===== src/rtl/seg_pkg.sv =====
// Shared 7-segment definitions: glyph table, bit order and decoder FSM states.
// The display driver imports the same constants so encoder and decoder stay in step.
package seg_pkg;

    typedef enum logic [1:0] {
        ST_IDLE,
        ST_SETTLE,
        ST_HOLD,
        ST_ERR
    } seg_state_t;

    // Active-high a..g patterns for hex 0..F, indexed by value.
    localparam logic [6:0] SEG_GLYPHS [16] = '{
        7'h3F, 7'h06, 7'h5B, 7'h4F, 7'h66, 7'h6D, 7'h7D, 7'h07,
        7'h7F, 7'h6F, 7'h77, 7'h7C, 7'h39, 7'h5E, 7'h79, 7'h71
    };
    localparam logic [6:0] SEG_BLANK = 7'h00;

    localparam int SEG_A_BIT  = 0;
    localparam int SEG_G_BIT  = 6;
    localparam int SEG_DP_BIT = 7;

    // Digit strobes are active-low; bit 0 is the rightmost digit.
    localparam logic DIG_ACTIVE    = 1'b0;
    localparam int   DIG_RIGHTMOST = 0;

endpackage


===== src/rtl/seg_glyph_decode.sv =====
// Combinational a..g pattern to hex value; ok=0 (value 0) for anything that is not a glyph.
module seg_glyph_decode
    import seg_pkg::*;
(
    input  logic [6:0] pattern,
    output logic       ok,
    output logic [3:0] value
);

    always_comb begin
        ok    = 1'b0;
        value = 4'h0;
        if (pattern != SEG_BLANK) begin
            for (int i = 0; i < 16; i++) begin
                if (pattern == SEG_GLYPHS[i]) begin
                    ok    = 1'b1;
                    value = 4'(i);
                end
            end
        end
    end

endmodule


===== src/rtl/seg_scan_decoder.sv =====
// Monitors a scanned 7-segment bus and publishes coherent 8-digit frames.
// Each digit is captured only after dig and seg have been stable for SETTLE cycles.
module seg_scan_decoder
    import seg_pkg::*;
#(
    parameter int SETTLE  = 4,
    parameter int TIMEOUT = 4096,
    parameter int NDIG    = 8
) (
    input  logic              clk,
    input  logic              rst,
    input  logic [7:0]        seg,
    input  logic [NDIG-1:0]   dig,
    output logic [4*NDIG-1:0] digits,
    output logic [NDIG-1:0]   digit_ok,
    output logic [NDIG-1:0]   dp,
    output logic              frame_stb,
    output logic              stale,
    output logic [7:0]        err_cnt,
    output seg_state_t        state
);

    localparam int CW = $clog2(SETTLE + 1);
    localparam int TW = $clog2(TIMEOUT + 1);
    localparam int IW = (NDIG > 1) ? $clog2(NDIG) : 1;

    logic [NDIG-1:0]   dig_m, dig_s, dig_p, dig_act;
    logic [7:0]        seg_m, seg_s, seg_p;
    logic              dig_onehot, dig_idle, dig_changed, seg_changed;
    logic [IW-1:0]     dig_idx;
    logic              dec_ok;
    logic [3:0]        dec_val;
    logic              capture;
    logic [CW-1:0]     settle_cnt;
    logic [TW-1:0]     to_cnt;
    logic [4*NDIG-1:0] sh_val, sh_val_nx;
    logic [NDIG-1:0]   sh_ok, sh_ok_nx, sh_dp, sh_dp_nx, mask, mask_nx;

    seg_glyph_decode u_decode (
        .pattern (seg_s[SEG_G_BIT:SEG_A_BIT]),
        .ok      (dec_ok),
        .value   (dec_val)
    );

    assign dig_act     = DIG_ACTIVE ? dig_s : ~dig_s;
    assign dig_onehot  = $onehot(dig_act);
    assign dig_idle    = (dig_act == '0);
    assign dig_changed = (dig_s != dig_p);
    assign seg_changed = (seg_s != seg_p);
    assign capture     = (state == ST_SETTLE) && !dig_changed && !seg_changed &&
                         (settle_cnt == CW'(SETTLE - 2));

    always_comb begin
        dig_idx = '0;
        for (int i = 0; i < NDIG; i++) begin
            if (dig_act[i]) dig_idx = IW'(i);
        end
    end

    // Shadow including this cycle's capture, so a same-cycle commit sees it.
    always_comb begin
        sh_val_nx = sh_val;
        sh_ok_nx  = sh_ok;
        sh_dp_nx  = sh_dp;
        mask_nx   = mask;
        if (capture) begin
            sh_val_nx[4*dig_idx +: 4] = dec_val;
            sh_ok_nx[dig_idx]         = dec_ok;
            sh_dp_nx[dig_idx]         = seg_s[SEG_DP_BIT];
            mask_nx[dig_idx]          = 1'b1;
        end
    end

    always_ff @(posedge clk or negedge rst) begin
        if (!rst) begin
            dig_m      <= '1;
            dig_s      <= '1;
            dig_p      <= '1;
            seg_m      <= '0;
            seg_s      <= '0;
            seg_p      <= '0;
            state      <= ST_IDLE;
            settle_cnt <= '0;
            to_cnt     <= '0;
            sh_val     <= '0;
            sh_ok      <= '0;
            sh_dp      <= '0;
            mask       <= '0;
            digits     <= '0;
            digit_ok   <= '0;
            dp         <= '0;
            frame_stb  <= 1'b0;
            stale      <= 1'b0;
            err_cnt    <= '0;
        end else begin
            dig_m <= dig;
            dig_s <= dig_m;
            dig_p <= dig_s;
            seg_m <= seg;
            seg_s <= seg_m;
            seg_p <= seg_s;

            case (state)
                ST_IDLE: begin
                    settle_cnt <= '0;
                    // An illegal code counts once per appearance, not per cycle held.
                    if (dig_onehot) state <= ST_SETTLE;
                    else if (!dig_idle && dig_changed) state <= ST_ERR;
                end
                ST_SETTLE: begin
                    if (dig_changed || seg_changed) begin
                        settle_cnt <= '0;
                        if (dig_idle) state <= ST_IDLE;
                        else if (!dig_onehot) state <= ST_ERR;
                    end else if (capture) begin
                        state <= ST_HOLD;
                    end else begin
                        settle_cnt <= settle_cnt + CW'(1);
                    end
                end
                ST_HOLD: begin
                    settle_cnt <= '0;
                    if (dig_changed) begin
                        if (dig_onehot) state <= ST_SETTLE;
                        else if (dig_idle) state <= ST_IDLE;
                        else state <= ST_ERR;
                    end
                end
                default: begin
                    if (err_cnt != 8'hFF) err_cnt <= err_cnt + 8'd1;
                    state <= ST_IDLE;
                end
            endcase

            sh_val <= sh_val_nx;
            sh_ok  <= sh_ok_nx;
            sh_dp  <= sh_dp_nx;
            if (&mask) begin
                digits    <= sh_val_nx;
                digit_ok  <= sh_ok_nx;
                dp        <= sh_dp_nx;
                frame_stb <= 1'b1;
                mask      <= '0;
            end else begin
                frame_stb <= 1'b0;
                mask      <= mask_nx;
            end

            if (capture) begin
                to_cnt <= '0;
                stale  <= 1'b0;
            end else if (to_cnt != TW'(TIMEOUT)) begin
                to_cnt <= to_cnt + TW'(1);
                if (to_cnt == TW'(TIMEOUT - 1)) stale <= 1'b1;
            end
        end
    end

endmodule

===== config.mk =====
export PLATFORM = sky130hd
export DESIGN_NAME = seg_scan_decoder
export DESIGN_NICKNAME = d
export VERILOG_FILES = /design/src/rtl/seg_pkg.sv /design/src/rtl/seg_glyph_decode.sv /design/src/rtl/seg_scan_decoder.sv
export SDC_FILE = /design/constraint.sdc
export NUM_CORES = 1
export LEC_CHECK = 0
export ABC_AREA = 0
export CAP_MARGIN = 15
export CELL_PAD_IN_SITES_DETAIL_PLACEMENT = 0
export CELL_PAD_IN_SITES_GLOBAL_PLACEMENT = 1
export CORE_AREA = 2 2 132 134
export CTS_CLUSTER_DIAMETER = 60
export DETAILED_ROUTE_END_ITERATION = 8
export DIE_AREA = 0 0 134 136
export PLACE_DENSITY = 0.85
export SLEW_MARGIN = 0
export SYNTH_ARGS = -nofsm -noshare
export SYNTH_HDL_FRONTEND = slang
export SYNTH_SLANG_ARGS = --single-unit

===== constraint.sdc =====
create_clock -name clk -period 4.3 [get_ports clk]
set_input_delay 0.645 -clock clk [delete_from_list [all_inputs] [get_ports clk]]
set_output_delay 0.645 -clock clk [all_outputs]
set_load 0.005 [all_outputs]

==> impl_metrics.csv, run 1 <==
group,metric,value,unit
pwr,power.share.clock,39.9,%
detailed_routing,ant_nets,0,
detailed_routing,drc,0,
setup_path,r2r_setup_slack,0.29,ns
detailed_routing,drtIter0Drc,292,
detailed_routing,drt_pass1_iterations,4,
job,max_cap_violations,0,
sta,report.final.setup_viol,0,
die,core_area,16880,um^2
yosys,post_synth_edffs,0,
final_layout,drive_above_1_share,25.48,%
setup_path,timing_worst_setup_path_type,"flip-flop to flip-flop",
die,initial_core_utilization,44.96,%
die,die_h,136,um
die,die_width,134,um
yosys,ys_async_sr_fraction,100.0,%
yosys,synthCells,585,
sta,fin_worst_skew,0.01051,ns
setup_path,cells_along_the_critical_path,"inv_1 > fa_1 > fa_1 > fa_1 > ha_1 > inv_1 > fa_1 > a2111oi_0 > o211ai_1 > and3_1 > o311a_1",
yosys,ys_seq_elements,180,
final_layout,final_cell_mix,"dfrtp_1, mux2_2, clkdlybuf4s50_1",
sta,finalCritPeriodShare,93.22,%
grt,first_global_vias,4934,
pwr,design_power_total,3.586,mW
die,top_level_ports,78,
final_layout,insertedDiodeCount,0,
setup_path,path_max_fanout,5,
final_layout,total_number_of_nets_in_the_final_design,697,
pwr,power.combinational.fraction,8.5,%
setup_path,worst_flop_to_flop_path_endpoint,"state[1]",
yosys,part_of_the_yosys_area_used_for_sequential_elements,59.76,%
clock_tree,cts_max_level,4,
yosys,postSynthNetCount,620,
clock_tree,tritoncts.num_buffers,17,
setup_path,worstReg2RegStart,"dig_s[0]",
placement,port_buffers,77,
run_status,outcome,"completed",
setup_path,cpPeakStageDelay,0.57,ns
sta,period_needed,4.008,ns
grt,pin_count_of_the_biggest_net_entering_global_routing,121,
pwr,p_int,2.677,mW
clock_tree,clock_tree_from_tritoncts,"done",
final_layout,area_growth,20.88,%
setup_path,crit_buf_inv,2,
setup_path,standard_cell_with_the_maximum_stage_delay_on_the_critical_path,"dfstp_2",
yosys,primary_flip_flop_cell_chosen_by_synthesis_mapping,"dfrtp_1",
detailed_routing,routed_wire_length_per_instance,16.48,um
detailed_routing,route.vias.total,4705,
clock_tree,max-clock-path-buffers,2,
pwr,p_sw,908.9,uW
pwr,seq_power_share,51.6,%
clock_tree,post_cts.resized_instances,0,
clock_tree,clock_insertion_delay_worst_skew,0.43,ns
yosys,synth_area,7587,um^2
sta,max_freq,0.2495,GHz
grt,first_pass_grt_wire_length,24.97,mm
placement,dpl.hpwl,10.20,mm
sta,grt_setup_unrepaired,"no",
clock_tree,cts.reportedPaths.clkPinSlew,0.07,ns
pwr,p_leak,4.182,nW
sta,slew_violations,0,
grt,grt_antenna_before_repair,0,
clock_tree,clock_tree.root_cell,"clkbuf_16",
setup_path,critical_path_s_most_frequent_cell,"fa_1",
die,row_count,48,
pwr,max-vdd-ir-drop,0.0002814,V
final_layout,fillerInstances,1399,
hold_path,worstHoldPathType,"input pin to async pin",
yosys,synthesis.area_per_instance,12.97,um^2
sta,worst_slew_margin_rel,37.39,%
placement,place_congestion,0.8883,
setup_path,worst_ep_required_time,4.61,ns
setup_path,critical-path-top-delay-family,"adder cells",
sta,worst-slew-pin-transition,0.9305,ns
grt,grt-ovfl-total,0,
die,floorplan_die_area,18220,um^2
pwr,power_density,391.0,nW/um^2
setup_path,worstRegToRegCells,11,
sta,timing.final.hold_violations,0,
detailed_routing,routed_via_density,5.228,
yosys,yosysWarningCount,0,
setup_path,setup.worst_path.start_class,"flip-flop",
final_layout,mostFrequentLayoutCell,"dfrtp_1",
sta,final.setup.tns,0,ns
pwr,power.switching_fraction,25.35,%
setup_path,worst_ep_arrival_time,4.32,ns
clock_tree,post_cts_hold_buffer_count,0,
clock_tree,clock-sinks,180,
detailed_routing,routed_wirelength,14.84,mm
yosys,synth_cell_types,65,
grt,global_route.usage.total,17.44,%
setup_path,critical_path.endpoint_type,"flip-flop",
clock_tree,post-cts-setup-buffer-count,0,
[state kept, by name (all words and copies together) (netlist names), 3 cells and up]
signal and cells:
dig_m 8, dig_p 8, dig_s 8, digit_ok 8, digits 32, dp 8
err_cnt 8, mask 8, seg_m 8, seg_p 8, seg_s 8, settle_cnt 3
sh_dp 8, sh_ok 8, sh_val 32, to_cnt 13
[routing by layer]
layer	share of wire [%]	vias to the layer above	track usage, %	wire length (um)
li1	-	2203	-	-
met1	44	2375	22.46	6586
met2	50	105	28.80	7442
met3	3.4	22	3.990	505
met4	2.0	0	6.797	300
met5	0	-	0	0
[worst reg2reg max path, stage by stage, from the launching register on]
cell and delay, ns:
dfstp_2 0.57, inv_1 0.07, fa_1 0.55, fa_1 0.43, fa_1 0.50, ha_1 0.16
inv_1 0.06, fa_1 0.38, a2111oi_0 0.41, o211ai_1 0.23, and3_1 0.22, o311a_1 0.33
[logic make-up after synthesis]
family                     share of synthesized area (%)
AOI/OAI and AO/OA                                  4.568
muxes                                              14.58
DFF                                                59.76
adders and majority gates                          3.199
and+or+nand+nor                                    11.30
xor gates and xnor gates                           3.925
buffers and inverters                              2.671
[worst max-delay path by stage]
| stage | from | to | slack, ns | cells after the start |
|---|---|---|---|---|
| after detailed placement | dig_s[0] | state[1] | 0.31 | 11 |
| after CTS | dig_s[0] | state[1] | 0.30 | 11 |
| after floorplan | dig_s[0] | state[1] | 0.55 | 11 |
| after global placement | dig_s[0] | state[1] | 0.43 | 11 |
| after global routing | dig_s[0] | state[1] | 0.1 | 11 |
| final | dig_s[0] | state[1] | 0.29 | 11 |
[final cells by class]
class / instances / area [um^2] / area share [%]
sequential: 180 / 4534 / 49.44
timing repair buffer: 82 / 854.6 / 9.318
inverter: 28 / 105.1 / 1.146
clock buffer: 17 / 425.4 / 4.638
clock inverter: 15 / 120.1 / 1.310
tap: 225 / 281.5 / 3.070
multi-input combinational: 353 / 2850 / 31.08
[cells in the mapped netlist, types with 9 or more instances]
cell	instances	area share (%)
dfrtp_1	156	51
nand4_1	9	0.74
nand3_1	15	0.99
a21oi_1	11	0.73
clkbuf_1	19	0.94
xnor2_1	25	2.9
dfstp_2	24	8.3
inv_1	27	1.3
nand2_1	24	1.2
xor2_1	9	1.0
ha_1	13	2.1
nor3_1	10	0.66
nor2_1	38	1.9
mux2_2	92	14
and3_1	9	0.74
[power groups by stage]
stage	Clock (mW)	Sequential, mW	Combinational [mW]
after CTS	1.48	1.85	0.307
after global routing	1.55	1.86	0.344
after detailed placement	0	1.88	0.305
final	1.43	1.85	0.304
after floorplan	0	1.84	0.165
after global placement	0	1.87	0.291
[metrics by stage]
step | setup slack (ns) | instance area (um^2) | std cells | utilization, % | hold WS (ns)
finish | 0.2917 | 9171 | 900 | 54.34 | 0.1283
global placement | 0.4255 | 8578 | 866 | 50.83 | 0.3360
floorplan | 0.5487 | 7587 | 585 | - | 0.3312
CTS | 0.3049 | 9124 | 898 | 54.06 | 0.3536
global route | 0.09940 | 9171 | 900 | 54.34 | 0.1450
detailed placement | 0.3108 | 8578 | 866 | 50.83 | 0.3364
Note: power is estimated with default switching activity, not from simulation.
==> run 2, diff against run 1 <==
--- a/config.mk
+++ b/config.mk
@@ -9,11 +9,11 @@
 export CAP_MARGIN = 15
 export CELL_PAD_IN_SITES_DETAIL_PLACEMENT = 0
 export CELL_PAD_IN_SITES_GLOBAL_PLACEMENT = 1
-export CORE_AREA = 2 2 132 134
+export CORE_AREA = 2 2 141 143
 export CTS_CLUSTER_DIAMETER = 60
 export DETAILED_ROUTE_END_ITERATION = 8
-export DIE_AREA = 0 0 134 136
-export PLACE_DENSITY = 0.85
+export DIE_AREA = 0 0 143 145
+export PLACE_DENSITY = 0.76
 export SLEW_MARGIN = 0
 export SYNTH_ARGS = -nofsm -noshare
 export SYNTH_HDL_FRONTEND = slang
==> impl_metrics.csv, run 2 (synthesis gave the netlist of run 1 again) <==
group,metric,value,unit
clock_tree,clock_tree.root_cell,"clkbuf_16",
setup_path,cpPeakStageDelay,0.57,ns
die,die_h,145,um
setup_path,path_max_fanout,5,
clock_tree,post_cts_hold_buffer_count,0,
die,initial_core_utilization,39.50,%
final_layout,largestRegisters,"digits x32, sh_val x32, to_cnt x13",
clock_tree,clock-sinks,180,
clock_tree,max-clock-path-buffers,2,
pwr,power_density,405.6,nW/um^2
sta,max_freq,0.2556,GHz
clock_tree,clock_tree_from_tritoncts,"done",
sta,report.final.setup_viol,0,
setup_path,worst_ep_required_time,4.61,ns
grt,grt_antenna_before_repair,0,
die,die_width,143,um
final_layout,drive_above_1_share,24.96,%
die,floorplan_die_area,20740,um^2
grt,global_route.usage.total,15.66,%
clock_tree,cts_max_level,4,
final_layout,insertedDiodeCount,0,
grt,first_pass_grt_wire_length,25.58,mm
detailed_routing,route.vias.total,4710,
sta,worst_slew_margin_rel,34.24,%
die,row_count,51,
die,core_area,19210,um^2
detailed_routing,drt_pass1_iterations,4,
hold_path,worstHoldPathType,"input pin to async pin",
sta,grt_setup_unrepaired,"no",
clock_tree,clock_insertion_delay_worst_skew,0.43,ns
setup_path,timing_worst_setup_path_type,"flip-flop to flip-flop",
pwr,max-vdd-ir-drop,0.0002464,V
clock_tree,tritoncts.num_buffers,17,
clock_tree,post_cts.resized_instances,0,
placement,placedInstanceArea,8636,um^2
setup_path,cells_along_the_critical_path,"inv_1 > fa_1 > fa_1 > fa_1 > ha_1 > inv_1 > fa_1 > a2111oi_0 > o211ai_1 > and3_1 > o311a_1",
run_status,outcome,"completed",
setup_path,standard_cell_with_the_maximum_stage_delay_on_the_critical_path,"dfstp_2",
grt,grt-ovfl-total,0,
setup_path,critical_path.endpoint_type,"flip-flop",
sta,worst-slew-pin-transition,0.9774,ns
setup_path,critical_path_s_most_frequent_cell,"fa_1",
pwr,p_leak,4.202,nW
sta,fin_worst_skew,0.01021,ns
sta,timing.final.hold_violations,0,
detailed_routing,drc,0,
setup_path,crit_buf_inv,2,
sta,slew_violations,0,
detailed_routing,drtIter0Drc,364,
setup_path,critical-path-top-delay-family,"adder cells",
setup_path,worst_ep_arrival_time,4.22,ns
clock_tree,post-cts-setup-buffer-count,0,
final_layout,area_growth,21.72,%
clock_tree,cts.reportedPaths.clkPinSlew,0.07,ns
detailed_routing,ant_nets,0,
final_layout,fin_area,9235,um^2
placement,port_buffers,77,
setup_path,setup.worst_path.start_class,"flip-flop",
sta,final.setup.tns,0,ns
die,top_level_ports,78,
grt,first_global_vias,4898,
sta,period_needed,3.912,ns
placement,place_congestion,0.8291,
sta,finalCritPeriodShare,90.98,%
final_layout,final_cell_mix,"dfrtp_1, mux2_2, clkdlybuf4s50_1",
final_layout,mostFrequentLayoutCell,"dfrtp_1",
placement,dpl.hpwl,10.59,mm
grt,pin_count_of_the_biggest_net_entering_global_routing,100,
detailed_routing,routed_wire_length_per_instance,16.33,um
detailed_routing,routed_wirelength,15.31,mm
detailed_routing,routed_via_density,5.021,
job,max_cap_violations,0,
final_layout,total_number_of_nets_in_the_final_design,696,
run 2: cell type report:
type                       count  area, um^2
clock inverter                12       166.4
clock buffer                  19       432.9
tap                          265       331.6
fill                        1691        9972
inverter                      28       105.1
timing repair buffer          81       814.5
multi-input combinational    353        2850
sequential                   180        4534
run 2: metal layers:
metal / GRT usage [%] / up-vias / part of all wire [%]
met3: 4.224 / 18 / 4.3
li1: - / 2208 / -
met5: 0 / - / 0
met4: 4.653 / 0 / 1.5
met1: 20.87 / 2375 / 45
met2: 25.02 / 109 / 49
run 2: final timing paths:
check                      endpoint  cells past startpoint      from  slack (ns)
max                        state[1]                     11  dig_s[0]        0.39
min                        seg_m[1]                      1       rst        0.26
max reg2reg                state[1]                     11  dig_s[0]        0.39
min reg2reg                seg_s[4]                      0  seg_m[4]        0.35
max in group asynchronous  sh_ok[5]                      2       rst        3.04
min in group clk           seg_s[4]                      0  seg_m[4]        0.35
run 2: report_power, final:
part	switching, mW	internal, mW
clock	0.671	0.927
sequential	0.0853	1.76
combinational	0.141	0.160
total	0.897	2.85
run 2: per-stage QoR:
stage	utilization [%]	std cells	power [mW]	hold slack [ns]	worst slack [ns]
final	48.08	938	3.745	0.2648	0.3878
after global routing	48.08	938	3.900	0.3243	0.09885
after CTS	48.08	938	3.786	0.2933	0.3652
after detailed placement	44.96	907	2.185	0.3363	0.3718
after global placement	44.96	907	2.168	0.3368	0.4529
after floorplan	-	585	2.009	0.3312	0.5487
==> run 3, diff against run 2 <==
--- a/config.mk
+++ b/config.mk
@@ -14,6 +14,7 @@
 export DETAILED_ROUTE_END_ITERATION = 8
 export DIE_AREA = 0 0 143 145
 export PLACE_DENSITY = 0.76
+export RECOVER_POWER = 50
 export SLEW_MARGIN = 0
 export SYNTH_ARGS = -nofsm -noshare
 export SYNTH_HDL_FRONTEND = slang
==> impl_metrics.csv, run 3 (synthesis gave the netlist of run 1 again) <==
group,metric,value,unit
run_status,outcome,"finished, violations left",
run_status,failed_checks,"capacitance limit, slew limit",
grt,use_met2,25.02,%
final_layout,drive_above_1_share,23.63,%
placement,port_buffers,77,
pwr,seq_power_share,49.3,%
clock_tree,cts.reportedPaths.clkPinSlew,0.07,ns
grt,grt_antenna_before_repair,0,
sta,timing.final.hold_violations,0,
final_layout,fin_area,9216,um^2
sta,worst-slew-pin-transition,1.985,ns
detailed_routing,routed_wire_length_per_instance,16.32,um
placement,place_ws,0.3718,ns
placement,placedInstanceArea,8636,um^2
final_layout,insertedDiodeCount,0,
clock_tree,cts_max_level,4,
detailed_routing,route.vias.total,4710,
setup_path,path_max_fanout,6,
detailed_routing,ant_nets,0,
pwr,max-vdd-ir-drop,0.0002475,V
sta,period_needed,3.936,ns
sta,report.final.setup_viol,0,
grt,grt-ovfl-total,0,
clock_tree,post_cts_hold_buffer_count,0,
die,core_area,19210,um^2
clock_tree,post-cts-setup-buffer-count,0,
detailed_routing,drtIter0Drc,326,
setup_path,worst_ep_arrival_time,4.25,ns
die,die_width,143,um
final_layout,largestRegisters,"digits x32, sh_val x32, to_cnt x13",
die,initial_core_utilization,39.50,%
pwr,p_leak,4.195,nW
final_layout,fillerInstances,1692,
sta,whs,0.3493,ns
final_layout,total_number_of_nets_in_the_final_design,696,
die,floorplan_die_area,20740,um^2
clock_tree,clock_tree.root_cell,"clkbuf_16",
grt,pin_count_of_the_biggest_net_entering_global_routing,100,
detailed_routing,routed_wirelength,15.30,mm
grt,global_route.usage.total,15.66,%
setup_path,setup.worst_path.start_class,"flip-flop",
sta,slack_of_the_critical_path,0.3643,ns
clock_tree,max-clock-path-buffers,2,
pwr,p_sw,899.9,uW
grt,met3_track_demand_over_resource,4.224,%
die,die_h,145,um
placement,dpl.hpwl,10.59,mm
grt,first_pass_grt_wire_length,25.58,mm
pwr,design_power_total,3.741,mW
final_layout,final_cell_mix,"dfrtp_1, mux2_2, clkdlybuf4s50_1",
die,top_level_ports,78,
sta,fin_worst_skew,0.01189,ns
clock_tree,post_cts.resized_instances,0,
grt,grt_most_used_layer,"met2",
job,max_cap_violations,1,
sta,worst_slew_margin_rel,-32.35,%
sta,slew_violations,83,
pwr,power.share.clock,42.8,%
clock_tree,tritoncts.num_buffers,17,
clock_tree,clock_tree_from_tritoncts,"done",
sta,final.setup.tns,0,ns
die,row_count,51,
pwr,power.combinational.fraction,7.9,%
placement,place_congestion,0.8291,
sta,max_freq,0.2541,GHz
detailed_routing,routed_via_density,5.021,
pwr,power.switching_fraction,24.05,%
grt,first_global_vias,4898,
setup_path,critical_path.endpoint_type,"flip-flop",
sta,finalCritPeriodShare,91.53,%
setup_path,timing_worst_setup_path_type,"flip-flop to flip-flop",
detailed_routing,drt_pass1_iterations,4,
grt,groute.layer.met1.usage,20.87,%
pwr,p_int,2.841,mW
pwr,power_density,405.9,nW/um^2
detailed_routing,drc,0,
sta,grt_setup_unrepaired,"no",
clock_tree,clock_insertion_delay_worst_skew,0.44,ns
final_layout,area_growth,21.47,%
hold_path,worstHoldPathType,"flip-flop to flip-flop",
final_layout,mostFrequentLayoutCell,"dfrtp_1",
setup_path,worst_ep_required_time,4.61,ns
clock_tree,clock-sinks,180,
==> run 3: cell count changes in the layout (fill, tap and decap cells not counted) <==
cell	change
dfstp_2	-9
clkbuf_2	+1
buf_12	-1
dfstp_1	+9
buf_6	-1
clkbuf_4	+1
dlygate4sd3_1	+16
clkdlybuf4s50_1	-16
==> run 3: worst max-delay path, cell delays in order (launching register included) <==
cell and delay [ns]:
dfstp_1 0.62, inv_1 0.08, fa_1 0.50, fa_1 0.42
fa_1 0.50, ha_1 0.15, inv_1 0.05, fa_1 0.37
a2111oi_0 0.37, o211ai_1 0.22, and3_1 0.22, o311a_1 0.31
==> run 3: layout make-up <==
class	instances	area, um^2	area share (%)
Clock buffer	19	432.9	4.697
Clock inverter	12	166.4	1.806
Inverter	28	105.1	1.140
Multi-Input combinational cell	353	2850	30.93
Sequential cell	180	4534	49.20
Tap cell	265	331.6	3.598
Timing Repair Buffer	81	795.8	8.634
==> run 3: worst paths after layout <==
kind,start,slack [ns],cells past startpoint,endpoint
worst max register to register,dig_s[3],0.36,11,state[1]
min in group asynchronous,rst,0.78,1,to_cnt[4]
max in group asynchronous,rst,1.21,2,dp[3]
worst min-delay path,seg_m[4],0.35,0,seg_s[4]
worst min register to register,seg_m[4],0.35,0,seg_s[4]
worst max-delay path,dig_s[3],0.36,11,state[1]
==> run 3: metal layers <==
layer / share of wire (%) / vias up
met1: 44 / 2395
met5: 0 / -
met4: 1.5 / 0
li1: - / 2207
met2: 51 / 94
met3: 3.6 / 14
==> run 3: power by group through the flow <==
| stage | logic, mW | clock network [mW] | registers, mW |
|---|---|---|---|
| final | 0.296 | 1.60 | 1.84 |
| after CTS | 0.308 | 1.63 | 1.85 |
| after floorplan | 0.165 | 0 | 1.84 |
| after detailed placement | 0.306 | 0 | 1.88 |
| after global routing | 0.333 | 1.70 | 1.86 |
| after global placement | 0.295 | 0 | 1.87 |
==> run 3: stage by stage <==
| stage | util, % | cells |
|---|---|---|
| after floorplan | - | 585 |
| after global placement | 44.96 | 907 |
| after detailed placement | 44.96 | 907 |
| after CTS | 48.08 | 938 |
| after global routing | 47.98 | 938 |
| final | 47.98 | 938 |
